### src/rtl/timer_pkg.sv
// Shared definitions for the BCD countdown timer: FSM states, digit moduli
// and the MM:SS validity check used on load.
package timer_pkg;

    localparam int BCD_W        = 4;
    localparam int SEC_ONES_MOD = 10;
    localparam int SEC_TENS_MOD = 6;
    localparam int MIN_ONES_MOD = 10;
    localparam int MIN_TENS_MOD = 6;

    typedef enum logic [1:0] {
        IDLE,
        RUN,
        PAUSED,
        EXPIRED
    } timer_state_t;

    // Digit index 0 is sec_ones, 3 is min_tens.
    function automatic int digit_mod(input int idx);
        case (idx)
            0:       return SEC_ONES_MOD;
            1:       return SEC_TENS_MOD;
            2:       return MIN_ONES_MOD;
            default: return MIN_TENS_MOD;
        endcase
    endfunction

    function automatic logic bcd_time_valid(input logic [4*BCD_W-1:0] v);
        return (v[3:0]   < 4'(SEC_ONES_MOD)) &&
               (v[7:4]   < 4'(SEC_TENS_MOD)) &&
               (v[11:8]  < 4'(MIN_ONES_MOD)) &&
               (v[15:12] < 4'(MIN_TENS_MOD));
    endfunction

endpackage

### src/rtl/bcd_down_digit.sv
// One BCD down-counting digit with parallel load; wraps 0 -> MOD-1 and
// raises a combinational borrow for the next more significant digit.
module bcd_down_digit
    import timer_pkg::*;
#(
    parameter int MOD = 10
) (
    input  logic             clk,
    input  logic             reset_n,
    input  logic             dec,
    input  logic             load,
    input  logic [BCD_W-1:0] load_digit,
    output logic [BCD_W-1:0] digit,
    output logic             borrow
);

    logic [BCD_W-1:0] digit_reg;

    always_ff @(posedge clk or negedge reset_n) begin
        if (!reset_n) begin
            digit_reg <= '0;
        end else if (load) begin
            digit_reg <= load_digit;
        end else if (dec) begin
            digit_reg <= (digit_reg == '0) ? BCD_W'(MOD - 1) : digit_reg - BCD_W'(1);
        end
    end

    assign digit  = digit_reg;
    assign borrow = dec && (digit_reg == '0);

endmodule

### src/rtl/bcd_countdown_timer.sv
// MM:SS countdown timer: command decode, FSM, one-second prescaler and
// expiry detection around a chain of four BCD down-digits.
module bcd_countdown_timer
    import timer_pkg::*;
#(
    parameter int TICK_DIV = 100
) (
    input  logic                 clk,
    input  logic                 reset_n,
    input  logic                 load,
    input  logic [4*BCD_W-1:0]   load_value,
    input  logic                 start,
    input  logic                 pause,
    input  logic                 clear,
    output logic [4*BCD_W-1:0]   count,
    output logic                 running,
    output logic                 done,
    output logic                 load_err
);

    localparam int PW = $clog2(TICK_DIV);

    timer_state_t  state_reg, state_next;
    logic [PW-1:0] prescale_reg, prescale_next;
    logic          done_reg, done_next;
    logic          load_err_reg, load_err_next;
    logic          running_reg;

    logic          load_ok, start_ok, pause_ok, run_step, tick;
    logic          digit_load;
    logic [4:0]    dec_chain;

    // Commands resolved by priority: clear > load > start > pause.
    assign load_ok  = !clear && load && bcd_time_valid(load_value);
    assign start_ok = !clear && !load && start && (count != '0) &&
                      ((state_reg == IDLE) || (state_reg == PAUSED));
    assign pause_ok = !clear && !load && !start && pause && (state_reg == RUN);
    assign run_step = (state_reg == RUN) && !clear && !load && !pause_ok;
    assign tick     = run_step && (prescale_reg == PW'(TICK_DIV - 1));

    assign digit_load   = clear || load_ok;
    assign dec_chain[0] = tick;

    genvar gi;
    generate
        for (gi = 0; gi < 4; gi++) begin : g_digit
            bcd_down_digit #(
                .MOD(digit_mod(gi))
            ) u_digit (
                .clk       (clk),
                .reset_n   (reset_n),
                .dec       (dec_chain[gi]),
                .load      (digit_load),
                .load_digit(clear ? '0 : load_value[gi*BCD_W +: BCD_W]),
                .digit     (count[gi*BCD_W +: BCD_W]),
                .borrow    (dec_chain[gi+1])
            );
        end
    endgenerate

    always_comb begin
        state_next    = state_reg;
        prescale_next = prescale_reg;
        done_next     = 1'b0;
        load_err_next = 1'b0;
        if (clear) begin
            state_next    = IDLE;
            prescale_next = '0;
        end else if (load) begin
            if (load_ok) begin
                state_next    = IDLE;
                prescale_next = '0;
            end else begin
                load_err_next = 1'b1;
            end
        end else if (start_ok) begin
            state_next = RUN;
            if (state_reg == IDLE) begin
                prescale_next = '0;
            end
        end else if (pause_ok) begin
            state_next = PAUSED;
        end else if (run_step) begin
            if (tick) begin
                prescale_next = '0;
                // Borrow out of min_tens would mean ticking at 00:00; treat as expiry.
                if ((count == 16'h0001) || dec_chain[4]) begin
                    state_next = EXPIRED;
                    done_next  = 1'b1;
                end
            end else begin
                prescale_next = prescale_reg + PW'(1);
            end
        end
    end

    always_ff @(posedge clk or negedge reset_n) begin
        if (!reset_n) begin
            state_reg    <= IDLE;
            prescale_reg <= '0;
            done_reg     <= 1'b0;
            load_err_reg <= 1'b0;
            running_reg  <= 1'b0;
        end else begin
            state_reg    <= state_next;
            prescale_reg <= prescale_next;
            done_reg     <= done_next;
            load_err_reg <= load_err_next;
            running_reg  <= (state_next == RUN);
        end
    end

    assign running  = running_reg;
    assign done     = done_reg;
    assign load_err = load_err_reg;

endmodule

### config.mk
export PLATFORM = sky130hd
export DESIGN_NAME = bcd_countdown_timer
export DESIGN_NICKNAME = d
export VERILOG_FILES = /design/src/rtl/timer_pkg.sv /design/src/rtl/bcd_down_digit.sv /design/src/rtl/bcd_countdown_timer.sv
export SDC_FILE = /design/constraint.sdc
export NUM_CORES = 1
export LEC_CHECK = 0
export BUFFER_PORTS_ARGS = -buffer_cell sky130_fd_sc_hd__buf_2
export CORE_MARGIN = 8
export CORE_UTILIZATION = 57
export DETAILED_ROUTE_END_ITERATION = 6
export PLACE_DENSITY = 0.95
export RECOVER_POWER = 50
export SETUP_SLACK_MARGIN = 0.02
export SLEW_MARGIN = 20
export SYNTH_ARGS = -nofsm -noshare
export SYNTH_HDL_FRONTEND = slang
export SYNTH_SLANG_ARGS = --single-unit
### constraint.sdc
create_clock -name clk -period 3.1 [get_ports clk]
set_input_delay 0.465 -clock clk [delete_from_list [all_inputs] [get_ports clk]]
set_output_delay 0.465 -clock clk [all_outputs]
set_load 0.005 [all_outputs]
After elaboration in Yosys (flattened, before gate mapping) --
Index checks and enable logic that the tools add are counted.
Operators by class: add/subtract/negate cells 5, multiplexer cells 42, reduce and logical (&&, ||, !) cells 39, order comparisons 4, eq/ne operators 8
Operators with widths (count):
- 4-bit two-way mux | 16
- 7-bit two-way mux | 8
- 1-bit logical AND | 20
- 16-bit by 1-bit == test with 1-bit output, second input constant | 1
- 4-bit logical NOT | 4
- 2-bit two-way mux | 8
- 16-bit nonzero test | 1
- 4-bit by 1-bit subtractor with 4-bit output, second input constant | 4
- 1-bit two-way mux | 10
- 4-bit by 3-bit less-than comparator with 1-bit output, second input constant | 2
- 4-bit less-than comparator, second input constant | 2
- 2-bit nonzero test | 4
- 7-bit by 1-bit adder with 7-bit output, second input constant | 1
- 7-bit == test, second input constant | 1
- 2-bit by 1-bit == test with 1-bit output, second input constant | 2
- 1-bit logical NOT | 4
- 4-bit by 3-bit != test with 1-bit output, second input constant | 1
- 4-bit != test, second input constant | 1
- 4-bit AND reduction | 1
- 4-bit nonzero test | 1
- 1-bit logical OR | 3
- 3-bit by 1-bit != test with 1-bit output, second input constant | 1
- 2-bit == test, second input constant | 1
- 2-bit logical NOT | 1
Storage, ports and cells: output and inout bits 19, register bits 28, bits of input ports 22, logic and storage cells 107

Logic depth before layout (Yosys ltp) --
Gate-level depths: netlist of the first run.
word-level depth 21, gate-level depth with buffers 7, mapped depth without buffers 6

Hierarchy --
From an unflattened synthesis of the first run, not the netlist that was laid out.
Unflattened totals: cells, all modules 184, area total of the unflattened synthesis 1725.4 um2
Modules (own cells, without submodules):
- bcd_countdown_timer | seq. area each 300.3 um2, area each 859.6 um2, times used 1, cells each 98
- bcd_down_digit at g_digit[0].u_digit ... | seq. area each 100.1 um2, area each 231.5 um2, times used 2, cells each 22
- bcd_down_digit at g_digit[1].u_digit ... | seq. area each 100.1 um2, area each 201.4 um2, times used 2, cells each 21

Least setup slack after synthesis of the first run --
No wires, ideal clock.
path type input port to flip-flop, start point input port clear, end point register g_digit[2].u_digit.digit_reg[3], required time 2977 ps, library setup time 123 ps, slack 835 ps, cell stages on the path 7, buffers on the path 2, data arrival time 2142 ps, path through or4b_1 > buf_2 > nor4_4 > and3_1 > buf_6 > a31oi_1 > a2bb2oi_2
Between the ends: word-level cells in the longest chain between the ends 11, elaborated cells between the ends (all ways) 18
Ends and longest elaborated chain:
- start: declaration | line bcd_countdown_timer.sv:14 | input logic clear,
- 1-bit logical NOT | line bcd_countdown_timer.sv:34, bcd_countdown_timer.sv:37, bcd_countdown_timer.sv:38
- 1-bit logical AND (4 in a row) | line bcd_countdown_timer.sv:37 | assign pause_ok = !clear && !load && !start && pause && (state_reg == RUN);
- 1-bit logical NOT | line bcd_countdown_timer.sv:38 | assign run_step = (state_reg == RUN) && !clear && !load && !pause_ok;
- 1-bit logical AND | line bcd_countdown_timer.sv:38
- 1-bit logical AND | line bcd_countdown_timer.sv:39 | assign tick = run_step && (prescale_reg == PW'(TICK_DIV - 1));
- 1-bit logical AND (2 in a row) | line bcd_down_digit.sv:30 | assign borrow = dec && (digit_reg == '0);
- 2-bit nonzero test (no line)
- end signal: assignment | line bcd_down_digit.sv:23 | digit_reg <= load_digit;
- end signal: assignment | line bcd_down_digit.sv:25 | digit_reg <= (digit_reg == '0) ? BCD_W'(MOD - 1) : digit_reg - BCD_W'(1);
- end: declaration | line bcd_down_digit.sv:17 | logic [BCD_W-1:0] digit_reg;
Several ways; a longest one is shown, not always the timed one. A chain may end at the register's enable or synchronous reset.

Worst setup path after layout of the first run --
start point register g_digit[2].u_digit.digit_reg[1], end point register running_reg (netlist: running)
Between the ends: word-level cells in the longest chain between the ends 12, elaborated cells between the ends (all ways) 16
Ends and longest elaborated chain:
- 4-bit logical NOT | line bcd_down_digit.sv:30
- 1-bit logical AND (2 in a row) | line bcd_down_digit.sv:30
- 1-bit logical OR | line bcd_countdown_timer.sv:87 | if ((count == 16'h0001) || dec_chain[4]) begin
- 2-bit two-way mux | line bcd_countdown_timer.sv:87
- 2-bit two-way mux | line bcd_countdown_timer.sv:84 | if (tick) begin
- 2-bit two-way mux | line bcd_countdown_timer.sv:83 | end else if (run_step) begin
- 2-bit two-way mux | line bcd_countdown_timer.sv:81 | end else if (pause_ok) begin
- 2-bit two-way mux * | line bcd_countdown_timer.sv:76 | end else if (start_ok) begin
- 2-bit two-way mux * | line bcd_countdown_timer.sv:69 | end else if (load) begin
- 2-bit two-way mux * | line bcd_countdown_timer.sv:66 | if (clear) begin
- 2-bit by 1-bit == test with 1-bit output * | line bcd_countdown_timer.sv:109 | running_reg <= (state_next == RUN);
- end signal: assignment | line bcd_countdown_timer.sv:109
- end: declaration | line bcd_countdown_timer.sv:27 | logic running_reg;
Every way passes the cells marked *; elsewhere a longest branch is shown, timed or not.

==> results.toml, run 1 <==
[status]
run_status = "finished, final reports clean"

[cts]
tritoncts.num_buffers = 3
cts_tree = "done"
clk_path_buf_depth = 2
cts_hold_repair.buffers = 0
htree_num_levels = 1
postCtsSetupBuffers = 0
worst_setup_hold_path_clk_slew_ns = 0.15
clkSinkCount = 28
clkLatencyLatePin_ns = 0.33
cts-root-buf = "sky130_fd_sc_hd__clkbuf_4"
cts_resized = 0

[floorplanning]
rows = 20
initial_util_pct = 57.8
fp.dieW_um = 70.7
ios = 41
coreArea_um2 = 2950
design.die.area_um2 = 5000
die_y_um = 70.7

[place]
place_hpwl_mm = 3.23
dp_worst_setup_slack_ns = 0.644
routabilityCongestion = 0.900
postPlaceCellArea_um2 = 1930
numPortBuffers = 40

[cells_and_area]
multiInputGateArea_um2 = 938
area_growth_syn_to_layout_pct = 15.0
final_net_count = 255
max_reg_flops = 16
layout.cells.most_common_list = "36 x sky130_fd_sc_hd__buf_2, 28 x sky130_fd_sc_hd__dfrtp_1, 21 x sky130_fd_sc_hd__nor2_1"
layout_fillers = 251
diodes = 0
layout-drive-gt1-share_pct = 25.5
layout_commonest_cell = "sky130_fd_sc_hd__buf_2"
ff_latch_area_um2 = 701
utilization_pct = 66.5
postLayoutCellArea_um2 = 1960

[worst_setup_path]
setup.worst_path.class = "reg -> reg"
crit_arrival_ns = 2.58
timing.critical_path.from = "g_digit[2].u_digit.digit[1]"
timing.rr.start = "g_digit[2].u_digit.digit[1]"
critPathLaunchType = "flip-flop"
cp_data_required_time_ns = 3.34
setup.worst_path.end_class = "flip-flop"
critical_path.max_fanout = 9

[sta]
finClkSkew_ns = 0.00303
final.setup.tns_ns = 0
timing.final.crit_share_pct = 75.6
slew_violations = 0
fmax_mhz = 426
setup_slack_ns = 0.755
timing.slew.headroom_pct = 2.72
timing_worst_slew_pin_value_ns = 1.46
period_minus_ws_final_ns = 2.34
grt_setup_unrepaired = "false"
final-setup-viol-count = 0
finalHoldViolCount = 0

[synthesis]
postSynthNetCount = 213
dominant_combinational_cell_family_by_area_after_synthesis = "simple AND/OR/NAND/NOR gates"
synth-adder-area-share_pct = 0.733
simple_gate_share_of_the_synthesized_area_pct = 27.3
number_of_synthesized_flops_with_an_enable_pin = 0
synthXorXnorAreaFrac_pct = 0.513
post_synth_mux_area_share_pct = 1.17
ys_seq_area_share_pct = 41.0
synth-compound-area-share_pct = 25.3
syn_avg_cell_area_um2 = 8.99
synth-seq-cells = 28
synth_top_flop_cell = "sky130_fd_sc_hd__dfrtp_1"
synthDistinctLibCells = 53
async_flop_share_pct = 100
syn_inst = 190
synthesis.yosys.warnings = 0
synth.cell_area_um2 = 1710

[routing]
route.antenna.remaining_nets = 0
detail_route.iter0.violations = 127
avgViaCountPerCell = 6.23
drt-pass1-iter-count = 4
totalWireLength_mm = 4.18
detail_route.drc_violations = 0
route.detailed.wl_per_inst_um = 15.8
vias = 1645

[global_route]
grt_usage_pct = 17.1
grt_pass1_wl_mm = 7.14
globalRoute.totalOverflow = 0
grt_antenna_before_repair = 0
vias_in_the_first_global_route = 1643
grt_start_max_net_pins = 29

[min_path]
timing.hold.worst.start = "load_value[0]"
path_type_of_the_worst_min_delay_path = "in -> reg"

[power_and_ir_drop]
total_power_uw = 724
power.leakage_uw = 0.000883
powerDensity_nw_per_um2 = 369
worst_ir_drop_vdd_mv = 0.230

[run]
drv_cap = 0
-- Yosys cell counts (all sizes together), types with 3 or more instances --
| cell type | instances | share of area, % |
|---|---|---|
| nor2b | 3 | 1.1 |
| a22oi | 3 | 1.3 |
| o21ai | 17 | 5.0 |
| and3 | 3 | 1.1 |
| buf | 3 | 1.6 |
| nand2 | 20 | 4.4 |
| or2 | 3 | 1.1 |
| dfrtp | 28 | 41 |
| nand3 | 5 | 1.5 |
| inv | 8 | 1.8 |
| a21oi | 5 | 1.5 |
| clkbuf | 3 | 0.66 |
| nor3 | 10 | 3.2 |
| a2bb2oi | 5 | 4.0 |
| nor2 | 21 | 4.6 |
| nand4 | 7 | 2.9 |
| a31oi | 8 | 2.9 |
| o22ai | 3 | 1.1 |
-- per-layer routing --
layer  track usage (%)  up-vias  wire length, µm
met5                 0        -                0
met4              8.31        0              106
met3              3.39       11              221
met2              27.4       50             1960
met1              21.4      786             1890
li1                  -      798                -
-- power by group --
part	internal, µW	switching [µW]	total, µW
Clock	72.0	110	182
Combinational	59.4	76.2	136
Sequential	384	22.7	407
Total	516	209	724
-- critical path, cell delays in order (launching register included) --
cell and delay (ns):
sky130_fd_sc_hd__dfrtp_1 0.48, sky130_fd_sc_hd__nor4_1 0.50, sky130_fd_sc_hd__nor4b_1 0.52, sky130_fd_sc_hd__a211o_1 0.38, sky130_fd_sc_hd__a21oi_1 0.13, sky130_fd_sc_hd__o211a_1 0.23
-- final timing paths --
check	endpoint	slack [ns]	cells past startpoint
min reg2reg	prescale_reg[6]	0.49	1
max reg2reg	running	0.76	5
min in group asynchronous	g_digit[3].u_digit.digit[0]	0.44	1
max in group asynchronous	state_reg[0]	1.81	1
max	running	0.76	5
min	g_digit[0].u_digit.digit[0]	0.32	3
-- cell families after synthesis --
logic type / after synthesis
DFF: 28
buffers and inverters: 14
adders and majority gates: 1
and+or+nand+nor: 85
xor gates and xnor gates: 1
AOI/OAI and AO/OA: 59
muxes: 2
-- stage by stage --
step,hold WS [ns],std cells
5_1_grt,0.347,264
3_5_place_dp,0.470,260
4_1_cts,0.135,264
3_3_place_gp,0.467,260
6_report,0.323,264
2_1_floorplan,0.169,190
-- final cells by class --
cell class | instances | share of cell area [%]
multi-input combinational | 148 | 47.8
sequential | 28 | 35.7
timing repair buffer | 43 | 11.1
tap | 33 | 2.10
clock buffer | 4 | 1.85
inverter | 8 | 1.53
Power figures use the tool's default switching activity.
==> run 2: changes to the inputs <==
- ABC_AREA: not set -> 1
- CORE_UTILIZATION: 57 -> 49
- PLACE_DENSITY: 0.95 -> 0.86
- clock period: 3.1 -> 2.1 ns (I/O delays scaled with it)
==> run 2 against run 1 <==
Against the previous run:
- setup slack lost 0.37 ns
- sequential share of layout area shrank 4.8 points
- sequential cell count is the same
- via count grew 17%
- hold slack lost 0.043 ns
- global-route usage shrank 1.3 points
- final cell count grew 44%
- sequential power grew 61%
- fmax grew 36%
- utilization shrank 9.0 points
- first-iteration DRC count shrank 40%
- non-clock buffer count shrank 2
- highest routed layer unchanged
==> results.toml, run 2 <==
[cts]
cts_resized = 0
htree_num_levels = 1
clk_path_buf_depth = 2
cts_tree = "done"
cts-root-buf = "sky130_fd_sc_hd__clkbuf_8"
worst_setup_hold_path_clk_slew_ns = 0.10
clkSinkCount = 28
cts_hold_repair.buffers = 0
postCtsSetupBuffers = 0
tritoncts.num_buffers = 3
clkLatencyLatePin_ns = 0.27

[sta]
timing_worst_slew_pin_value_ns = 1.46
slew_violations = 0
final-setup-viol-count = 0
fmax_mhz = 582
finClkSkew_ns = 0.00556
timing.final.crit_share_pct = 81.8
finalHoldViolCount = 0
timing.slew.headroom_pct = 2.33
final.setup.tns_ns = 0
grt_setup_unrepaired = "false"
period_minus_ws_final_ns = 1.72

[routing]
route.antenna.remaining_nets = 0
avgViaCountPerCell = 5.09
detail_route.drc_violations = 0
totalWireLength_mm = 4.65
detail_route.iter0.violations = 76
route.detailed.wl_per_inst_um = 12.3
vias = 1929
drt-pass1-iter-count = 4

[synthesis]
synth_area_leaders = "sky130_fd_sc_hd__dfrtp_1 35%, sky130_fd_sc_hd__nand2_1 18%, sky130_fd_sc_hd__inv_1 5.9%"
ys_seq_area_share_pct = 35.3
synth-adder-area-share_pct = 0.630
number_of_synthesized_flops_with_an_enable_pin = 0
synth-compound-area-share_pct = 6.68
dominant_combinational_cell_family_by_area_after_synthesis = "simple AND/OR/NAND/NOR gates"
synthDistinctLibCells = 28
postSynthNetCount = 313
synthesis.yosys.warnings = 0
syn_inst = 290
synth.most_common_cell = "sky130_fd_sc_hd__nand2_1"
synth_top_cell_area_share_pct = 35.3
synthXorXnorAreaFrac_pct = 2.64
synth.cell_area_um2 = 1990
synth-seq-cells = 28
synth.top_cells.by_count = "97 x sky130_fd_sc_hd__nand2_1, 31 x sky130_fd_sc_hd__inv_1, 31 x sky130_fd_sc_hd__nor2_1"
synth_top_flop_cell = "sky130_fd_sc_hd__dfrtp_1"
simple_gate_share_of_the_synthesized_area_pct = 46.4
yosysTopAreaCell = "sky130_fd_sc_hd__dfrtp_1"
syn_avg_cell_area_um2 = 6.85
post_synth_mux_area_share_pct = 0
async_flop_share_pct = 100

[cells_and_area]
layout_commonest_cell = "sky130_fd_sc_hd__nand2_1"
layout-drive-gt1-share_pct = 20.7
layout.cells.most_common_list = "97 x sky130_fd_sc_hd__nand2_1, 32 x sky130_fd_sc_hd__buf_2, 31 x sky130_fd_sc_hd__inv_1, 31 x sky130_fd_sc_hd__nor2_1, 28 x sky130_fd_sc_hd__dfrtp_1"
max_reg_flops = 16
area_growth_syn_to_layout_pct = 14.1
layout_fillers = 361
final_net_count = 353
ff_latch_area_um2 = 701
diodes = 0
post_layout_nonfiller_instances = 379
multiInputGateArea_um2 = 1120

[worst_setup_path]
critPathMaxStageDelay_ns = 0.43
cp.buffers_inverters = 0
crit_arrival_ns = 1.93
cp_slowest_cell = "sky130_fd_sc_hd__dfrtp_1"
critPathLaunchType = "flip-flop"
setup.worst_path.class = "reg -> reg"
crit_path_frequent_cell = "sky130_fd_sc_hd__nand2_1"
critical_path.max_fanout = 9
cp_data_required_time_ns = 2.31
setup.worst_path.end_class = "flip-flop"
worst_path_dominant_cell_family = "simple AND/OR/NAND/NOR gates"
critical_path.cell_chain = "nor2_1 -> nand2_1 -> nor2_1 -> nand2_2 -> nand2_4 -> nand3_2 -> nand3_2 -> nand2_1 -> nand2_1"

[power_and_ir_drop]
power.leakage_uw = 0.00129
combPwrFrac_pct = 29.6
seq_power_share_pct = 46.7
powerDensity_nw_per_um2 = 620
power.switching_uw = 488
share_clk_of_total_power_pct = 23.7
worst_ir_drop_vdd_mv = 0.407
sw_frac_of_total_pct = 34.7
internal_power_uw = 918

[min_path]
path_type_of_the_worst_min_delay_path = "in -> reg"

[floorplanning]
coreArea_um2 = 3940
fp.dieW_um = 79.7
rows = 23
initial_util_pct = 50.4
design.die.area_um2 = 6350
ios = 41
die_y_um = 79.7

[global_route]
globalRoute.totalOverflow = 0
grt_start_max_net_pins = 29
grt_pass1_wl_mm = 8.32
grt_usage_pct = 15.8
grt_antenna_before_repair = 0
vias_in_the_first_global_route = 1938

[place]
routabilityCongestion = 0.882
numPortBuffers = 40
place_hpwl_mm = 3.58
number_of_cells_after_detailed_placement = 375

[status]
run_status = "finished, final reports clean"

[run]
drv_cap = 0
## run 2: cell types whose count changed in the layout (fill, tap and decap cells not counted), sizes merged, moves of 5 or more
cell     previous run  this run
a2bb2oi             5         0
a31oi               8         0
buf                39        33
inv                 8        35
nand2              20       107
nand3               5        25
nor2               21        43
nor3               10         0
## run 2: per-layer routing
layer,routed length (µm),vias up,global-route usage [%]
li1,-,986,-
met1,2090,883,18.3
met2,2260,52,27.9
met3,222,8,3.94
met4,79,0,4.26
met5,0,-,0
## run 2: tightest hold or removal path: cells and delay by family
kind / cells / cell delay, ns
AND/OR/NAND/NOR: 2 / 0.13
buffers and inverters: 1 / 0.08
## run 2: through the flow
stage / total power, µW / utilization [%] / hold WS, ns / setup WS (ns) / area, µm²
2_1_floorplan: 942 / - / 0.0194 / 0.554 / 1990
3_3_place_gp: 1070 / 56.4 / 0.363 / 0.357 / 2220
3_5_place_dp: 1080 / 56.4 / 0.370 / 0.304 / 2220
4_1_cts: 1430 / 57.8 / 0.0664 / 0.359 / 2280
5_1_grt: 1510 / 57.5 / 0.304 / 0.191 / 2270
6_report: 1410 / 57.5 / 0.280 / 0.382 / 2270
## run 2: kinds of logic (layout without fill, tap and decap cells)
group | count (synthesis) | in the layout
XOR/XNOR | 6 | 6
adder cells (fa/ha/maj) | 1 | 1
AND/OR/NAND/NOR | 188 | 188
buffers and inverters | 41 | 80
flip-flops | 28 | 28
AO/OA/AOI/OAI | 26 | 26
## run 2: cell type report
class,count,area share [%]
multi-input cells,221,49.4
repair buffers,41,8.72
clock buffers,4,2.43
flip-flops and latches,28,30.9
inverters,35,5.79
well taps,50,2.76
## run 2: final timing paths
check	endpoint	from	slack (ns)	cells past startpoint
min in group asynchronous	g_digit[1].u_digit.digit[2]	reset_n	0.37	1
max reg2reg	prescale_reg[4]	g_digit[3].u_digit.digit[0]	0.38	9
max	prescale_reg[4]	g_digit[3].u_digit.digit[0]	0.38	9
max in group asynchronous	state_reg[1]	reset_n	0.87	1
min	g_digit[1].u_digit.digit[0]	load_value[4]	0.28	3
min reg2reg	prescale_reg[6]	prescale_reg[6]	0.53	2
## run 2: power groups by stage
stage / clock network [µW] / registers [µW] / logic [µW]
CTS: 348 / 655 / 425
detailed placement: 0 / 665 / 418
finish: 334 / 656 / 417
global route: 366 / 666 / 478
global placement: 0 / 664 / 409
floorplan: 0 / 660 / 282
